`src/rtl/vm2002_pkg.sv`:
```
// Shared types and constants for the vm2002 coin acceptor.
// Holds coin_t, lane FSM states and default parameters.
package vm2002_pkg;

  typedef enum logic [2:0] {
    NONE    = 3'd0,
    NICKEL  = 3'd1,
    DIME    = 3'd2,
    QUARTER = 3'd3,
    DOLLAR  = 3'd4
  } coin_t;

  typedef enum logic [1:0] {
    L_IDLE    = 2'd0,
    L_COUNT   = 2'd1,
    L_LATCHED = 2'd2
  } lane_st_t;

  localparam int DEBOUNCE_CYCLES = 4;
  localparam int COIN_FIFO_DEPTH = 4;

endpackage

```
`src/rtl/vm2002_coin_lane.sv`:
```
// One coin-slot lane: debounces a raw sensor into a single recognition pulse.
// Ports: clk, hrst_n (sync, active-low), sense_i (raw), rec_o (1-cycle pulse).
module vm2002_coin_lane
  import vm2002_pkg::*;
#(
  parameter int DEBOUNCE = DEBOUNCE_CYCLES
) (
  input  logic clk,
  input  logic hrst_n,
  input  logic sense_i,
  output logic rec_o
);

  localparam int CW = $clog2(DEBOUNCE + 1);

  lane_st_t      state_q, state_d;
  logic [CW-1:0] cnt_q, cnt_d;

  always_ff @(posedge clk) begin
    if (!hrst_n) begin
      state_q <= L_IDLE;
      cnt_q   <= '0;
    end else begin
      state_q <= state_d;
      cnt_q   <= cnt_d;
    end
  end

  // cnt_q holds the number of consecutive high samples already seen;
  // the pulse fires combinationally on the DEBOUNCE-th one.
  always_comb begin
    state_d = state_q;
    cnt_d   = cnt_q;
    rec_o   = 1'b0;
    unique case (state_q)
      L_IDLE: begin
        if (sense_i) begin
          if (DEBOUNCE == 1) begin
            state_d = L_LATCHED;
            rec_o   = 1'b1;
          end else begin
            state_d = L_COUNT;
            cnt_d   = CW'(1);
          end
        end
      end
      L_COUNT: begin
        if (!sense_i) begin
          state_d = L_IDLE;
          cnt_d   = '0;
        end else if (cnt_q == CW'(DEBOUNCE - 1)) begin
          state_d = L_LATCHED;
          cnt_d   = '0;
          rec_o   = 1'b1;
        end else begin
          cnt_d = cnt_q + CW'(1);
        end
      end
      L_LATCHED: begin
        if (!sense_i) state_d = L_IDLE;
      end
      default: begin
        state_d = L_IDLE;
        cnt_d   = '0;
      end
    endcase
  end

endmodule

```
`src/rtl/vm2002_coin_acceptor.sv`:
```
// Coin acceptor: four debounced lanes, jam/overflow returns, coin FIFO, issue.
// Ports: clk, hrst_n, sense[3:0], hold in; coins, ret_valid, ret_coin, fifo_full, reject_cnt out.
module vm2002_coin_acceptor
  import vm2002_pkg::*;
#(
  parameter int DEBOUNCE = DEBOUNCE_CYCLES,
  parameter int DEPTH    = COIN_FIFO_DEPTH
) (
  input  logic       clk,
  input  logic       hrst_n,
  input  logic [3:0] sense,
  input  logic       hold,
  output coin_t      coins,
  output logic       ret_valid,
  output coin_t      ret_coin,
  output logic       fifo_full,
  output logic [7:0] reject_cnt
);

  localparam int AW = $clog2(DEPTH);
  localparam int NW = $clog2(DEPTH + 1);

  logic [3:0] rec;

  for (genvar g = 0; g < 4; g++) begin : g_lane
    vm2002_coin_lane #(.DEBOUNCE(DEBOUNCE)) u_lane (
      .clk     (clk),
      .hrst_n  (hrst_n),
      .sense_i (sense[g]),
      .rec_o   (rec[g])
    );
  end

  coin_t         mem_q [DEPTH];
  logic [AW-1:0] wr_ptr_q, wr_ptr_d;
  logic [AW-1:0] rd_ptr_q, rd_ptr_d;
  logic [NW-1:0] cnt_q, cnt_d;
  coin_t         coins_q, coins_d;
  logic          ret_valid_q, ret_valid_d;
  coin_t         ret_coin_q, ret_coin_d;
  logic [7:0]    rej_q, rej_d;

  logic  any_rec, jam, full, push, pop;
  coin_t rec_coin;

  always_comb begin
    any_rec = |rec;
    jam     = (rec & (rec - 4'd1)) != 4'd0;
    case (rec)
      4'b0001: rec_coin = NICKEL;
      4'b0010: rec_coin = DIME;
      4'b0100: rec_coin = QUARTER;
      4'b1000: rec_coin = DOLLAR;
      default: rec_coin = NONE;
    endcase
    // Fullness is judged on the registered count, before any pop this cycle.
    full = cnt_q == NW'(DEPTH);
    push = any_rec && !jam && !full;
    // The coins_q == NONE term spaces issued coins by at least one idle cycle.
    pop  = (cnt_q != '0) && !hold && (coins_q == NONE);

    wr_ptr_d = push ? wr_ptr_q + AW'(1) : wr_ptr_q;
    rd_ptr_d = pop  ? rd_ptr_q + AW'(1) : rd_ptr_q;
    cnt_d    = cnt_q + NW'(push) - NW'(pop);
    coins_d  = pop ? mem_q[rd_ptr_q] : NONE;

    ret_valid_d = any_rec && (jam || full);
    ret_coin_d  = jam ? NONE : rec_coin;
    rej_d       = (jam && rej_q != 8'hFF) ? rej_q + 8'd1 : rej_q;
  end

  always_ff @(posedge clk) begin
    if (!hrst_n) begin
      wr_ptr_q    <= '0;
      rd_ptr_q    <= '0;
      cnt_q       <= '0;
      coins_q     <= NONE;
      ret_valid_q <= 1'b0;
      ret_coin_q  <= NONE;
      rej_q       <= '0;
    end else begin
      wr_ptr_q    <= wr_ptr_d;
      rd_ptr_q    <= rd_ptr_d;
      cnt_q       <= cnt_d;
      coins_q     <= coins_d;
      ret_valid_q <= ret_valid_d;
      ret_coin_q  <= ret_coin_d;
      rej_q       <= rej_d;
    end
  end

  // Storage needs no reset: the pointers and count define what is valid.
  always_ff @(posedge clk) begin
    if (hrst_n && push) mem_q[wr_ptr_q] <= rec_coin;
  end

  assign coins      = coins_q;
  assign ret_valid  = ret_valid_q;
  assign ret_coin   = ret_coin_q;
  assign fifo_full  = full;
  assign reject_cnt = rej_q;

endmodule

```
`config.mk`:
```
export PLATFORM = sky130hd
export DESIGN_NAME = vm2002_coin_acceptor
export DESIGN_NICKNAME = d
export VERILOG_FILES = /design/src/rtl/vm2002_pkg.sv /design/src/rtl/vm2002_coin_lane.sv /design/src/rtl/vm2002_coin_acceptor.sv
export SDC_FILE = /design/constraint.sdc
export NUM_CORES = 1
export LEC_CHECK = 0
export ABC_CLOCK_PERIOD_IN_PS = 5800
export CELL_PAD_IN_SITES_DETAIL_PLACEMENT = 0
export CELL_PAD_IN_SITES_GLOBAL_PLACEMENT = 1
export CORE_MARGIN = 2
export CORE_UTILIZATION = 49
export DETAILED_ROUTE_END_ITERATION = 8
export PLACE_DENSITY_LB_ADDON = 0.2
export SLEW_MARGIN = 10
export SYNTH_ARGS = -nofsm -noshare
export SYNTH_HDL_FRONTEND = slang
export SYNTH_HIERARCHICAL = 1
export SYNTH_SLANG_ARGS = --single-unit
```
`constraint.sdc`:
```
create_clock -name clk -period 5.8 [get_ports clk]
set_input_delay 0.58 -clock clk [delete_from_list [all_inputs] [get_ports clk]]
set_output_delay 0.58 -clock clk [all_outputs]
set_load 0.1 [all_outputs]
```
==> metrics <==
commonest register cell after synthesis=dfxtp_1; post-cts hold buffer count=0; Post-CTS Setup Inserts=0; crit path max fanout=11; crit path time final=3707 ps; PnR Total Power=798.1 µW; core box area=0.005075 mm²; drt wl/cell=12.94 µm; Yosys top cell area share=0.3284; Final period util=0.6391; # diodes=0; mean post-synth cell area=10.80 µm²; NetSw=233.4 µW; Rel. slew slack=0.3475; CP max stage cell=nor2_1; largest family of logic cells by synthesized area=simple AND/OR/NAND/NOR gates; cell-internal power=564.6 µW; Yosys reg bits=54; CP top delay family=simple AND/OR/NAND/NOR gates; post-CTS resize count=0; Ys Warns=6; Post-synth EDFFs=12; sequential share of the synthesized area=0.4692; status=finished, final reports clean; largest net degree at the start of global routing=37; post-route setup TNS=0 ps; Die H=76.28 µm; Commonest cells post-synth=dfxtp_1, and3_1, nand2_1; Net Sw Frac=0.2925; initial antenna violation count=0; Worst VDD drop=144.2 µV; number of global-route vias before repair=1632; Total Wirelength=4269 µm; Hold Path Class=reg2reg; Hold Vio Cnt, Final=0; Worst Path Required=6010 ps; die area=0.005819 mm²; CP Data Arrival Time=3920 ps; startpoint type of the worst setup path=input pin; Initial Utilization=0.5044; Fmax achieved=269.8 MHz; Yosys cell types=55; Area Growth Syn to Fin=14.27%; TritonCTS Buffers=5; CTS Root Cell=clkbuf_8; share of cells above drive strength 1=0.1154; All-Layer GR Usage=0.1639; most common cell in the netlist=dfxtp_1; Synth Area in Adders=0.06549; Syn Inst Count=237; Largest stage delay, worst path=520 ps; CTS clk-pin slew, worst paths=100 ps; Worst Setup End Kind=flip-flop; max-cap viol count=0; leakage=1.164 nW; top cells by area, synth=dfxtp_1, edfxtp_1, ha_1; skew final=10.43 ps; Post-synth ARST share=0; Seq pwr share=0.537; Setup CP Type=in2reg; CP cell instances=clkdlybuf4s50_1 -> nand2b_1 -> nor2_1 -> xnor2_1 -> or2_2 -> a221oi_4 -> inv_1 -> ha_1 -> inv_1 -> ha_1 -> fa_1 -> xnor2_1 -> xnor2_1 -> and2_1; GPL Wtd Cong=0.7163; RSZ-0062 raised after global routing=false; PD cells=272.8 mW/mm²; Synth Area in Simple Gates=0.2419; detailed placer's ending HPWL=3080 µm; CTS tree=done; clock share of power=0.268; die width=76.28 µm; Port Buffer Count=22; fin nets=278; Via density=5.330; buffer and inverter count on the worst path=3; first-pass GRT wire length=7845 µm; mux cell area share after synthesis=0.06158; Sink Count=54; H-tree level count=2; Worst-Margin Slew=975.7 ps; via count=1759; Cell Area, Synth=0.002560 mm²; setup violation total in the final timing report=0; Max Slew Vio Count=0; Comb power frac=0.196; drt initial violations=94; DRT Pass-1 Iters=4; num ports=23; post-route ant nets=0; Post-Synth XOR/XNOR Area=0.02053; row count=26; leading area contributor after synthesis=dfxtp_1; syn_nets=256; Overflow after GRT=0; Crit path top cell by count=xnor2_1; DRC=0; Clock Tree Buf Depth=2; Skew-Pair Late Insertion Delay=310 ps; Synth Area in Compound Gates=0.1080
## per-layer routing
metal,wire [µm],vias to the layer above,GRT usage
li1,-,911,-
met2,1926,29,0.2584
met5,0,-,0
met4,53,0,0.04909
met3,126,6,0.03555
met1,2162,813,0.2272
## stage by stage
stage | hold slack, ps | util | cell area [µm²] | instances | setup WS [ps]
5_1_grt | 515.5 | 0.5764 | 2925 | 330 | 1852
3_5_place_dp | 479.9 | 0.5579 | 2831 | 322 | 1750
2_1_floorplan | 458.8 | - | 2560 | 237 | 2646
6_report | 494.7 | 0.5764 | 2925 | 330 | 2093
4_1_cts | 496.5 | 0.5764 | 2925 | 330 | 2080
3_3_place_gp | 476.7 | 0.5579 | 2831 | 322 | 1808
## sequential cells by signal (all words and copies together) (netlist names)
| register | flops |
|---|---|
| g_lane.u_lane/cnt_q | 12 |
| mem_q | 12 |
| g_lane.u_lane/state_q | 8 |
| reject_cnt | 8 |
| cnt_q | 3 |
| coins | 3 |
| ret_coin | 3 |
| rd_ptr_q | 2 |
| wr_ptr_q | 2 |
| ret_valid | 1 |
## path summary, 6_finish.rpt
| check | startpoint | endpoint | slack (ps) | cells after the start |
|---|---|---|---|---|
| worst min-delay path | reject_cnt[1] | reject_cnt[1] | 490 | 2 |
| worst min register to register | reject_cnt[1] | reject_cnt[1] | 490 | 2 |
| worst max-delay path | sense[0] | cnt_q[2] | 2090 | 14 |
| worst max register to register | g_lane[2].u_lane/cnt_q[0] | cnt_q[2] | 2290 | 14 |
## final cells by class
class / instances / area (µm²)
Inverter: 11 / 41.29
Sequential cell: 54 / 1201
Fill cell: 462 / 2150
Clock inverter: 3 / 25.02
Tap cell: 70 / 87.58
Clock buffer: 5 / 68.82
Multi-Input combinational cell: 164 / 1274
Timing Repair Buffer: 23 / 227.7
## placed cells by master (no fill, tap or decap), drive strengths merged, types with 3 or more instances in the layout
cell type and count:
nand2 16, edfxtp 12, o21ai 11, and3 24
nand4bb 4, nor2 7, a21boi 6, clkbuf 5
a21o 3, xnor2 4, dfxtp 42, nand3b 7
mux4 3, ha 11, a21oi 5, clkdlybuf4s50 22
mux2i 9, nand2b 5, nand3 5, and2 5
nor3b 4, inv 12, nor3 4, nor2b 5
## worst register-to-register path, delay by kind of cell, from the launching register on
family	cells	cell delay (ps)
AND/OR/NAND/NOR	4	1110
XOR/XNOR	3	420
buffers and inverters	2	120
adder cells (fa/ha/maj)	4	1040
flip-flops	1	370
AO/OA/AOI/OAI	1	360
## logic make-up after synthesis
group                    count (synthesis)
AO/OA/AOI/OAI                           37
XOR/XNOR                                 6
flip-flops                              54
multiplexers                            12
buffers and inverters                   19
AND/OR/NAND/NOR                         96
adder cells (fa/ha/maj)                 13
## power groups by stage
stage               combinational, mW  sequential [mW]  clock [mW]
finish                          0.156            0.428       0.214
global route                    0.174            0.433       0.238
CTS                             0.158            0.429       0.220
detailed placement              0.158            0.438           0
global placement                0.156            0.437           0
floorplan                       0.128            0.433           0
(Power assumes the default switching activity.)
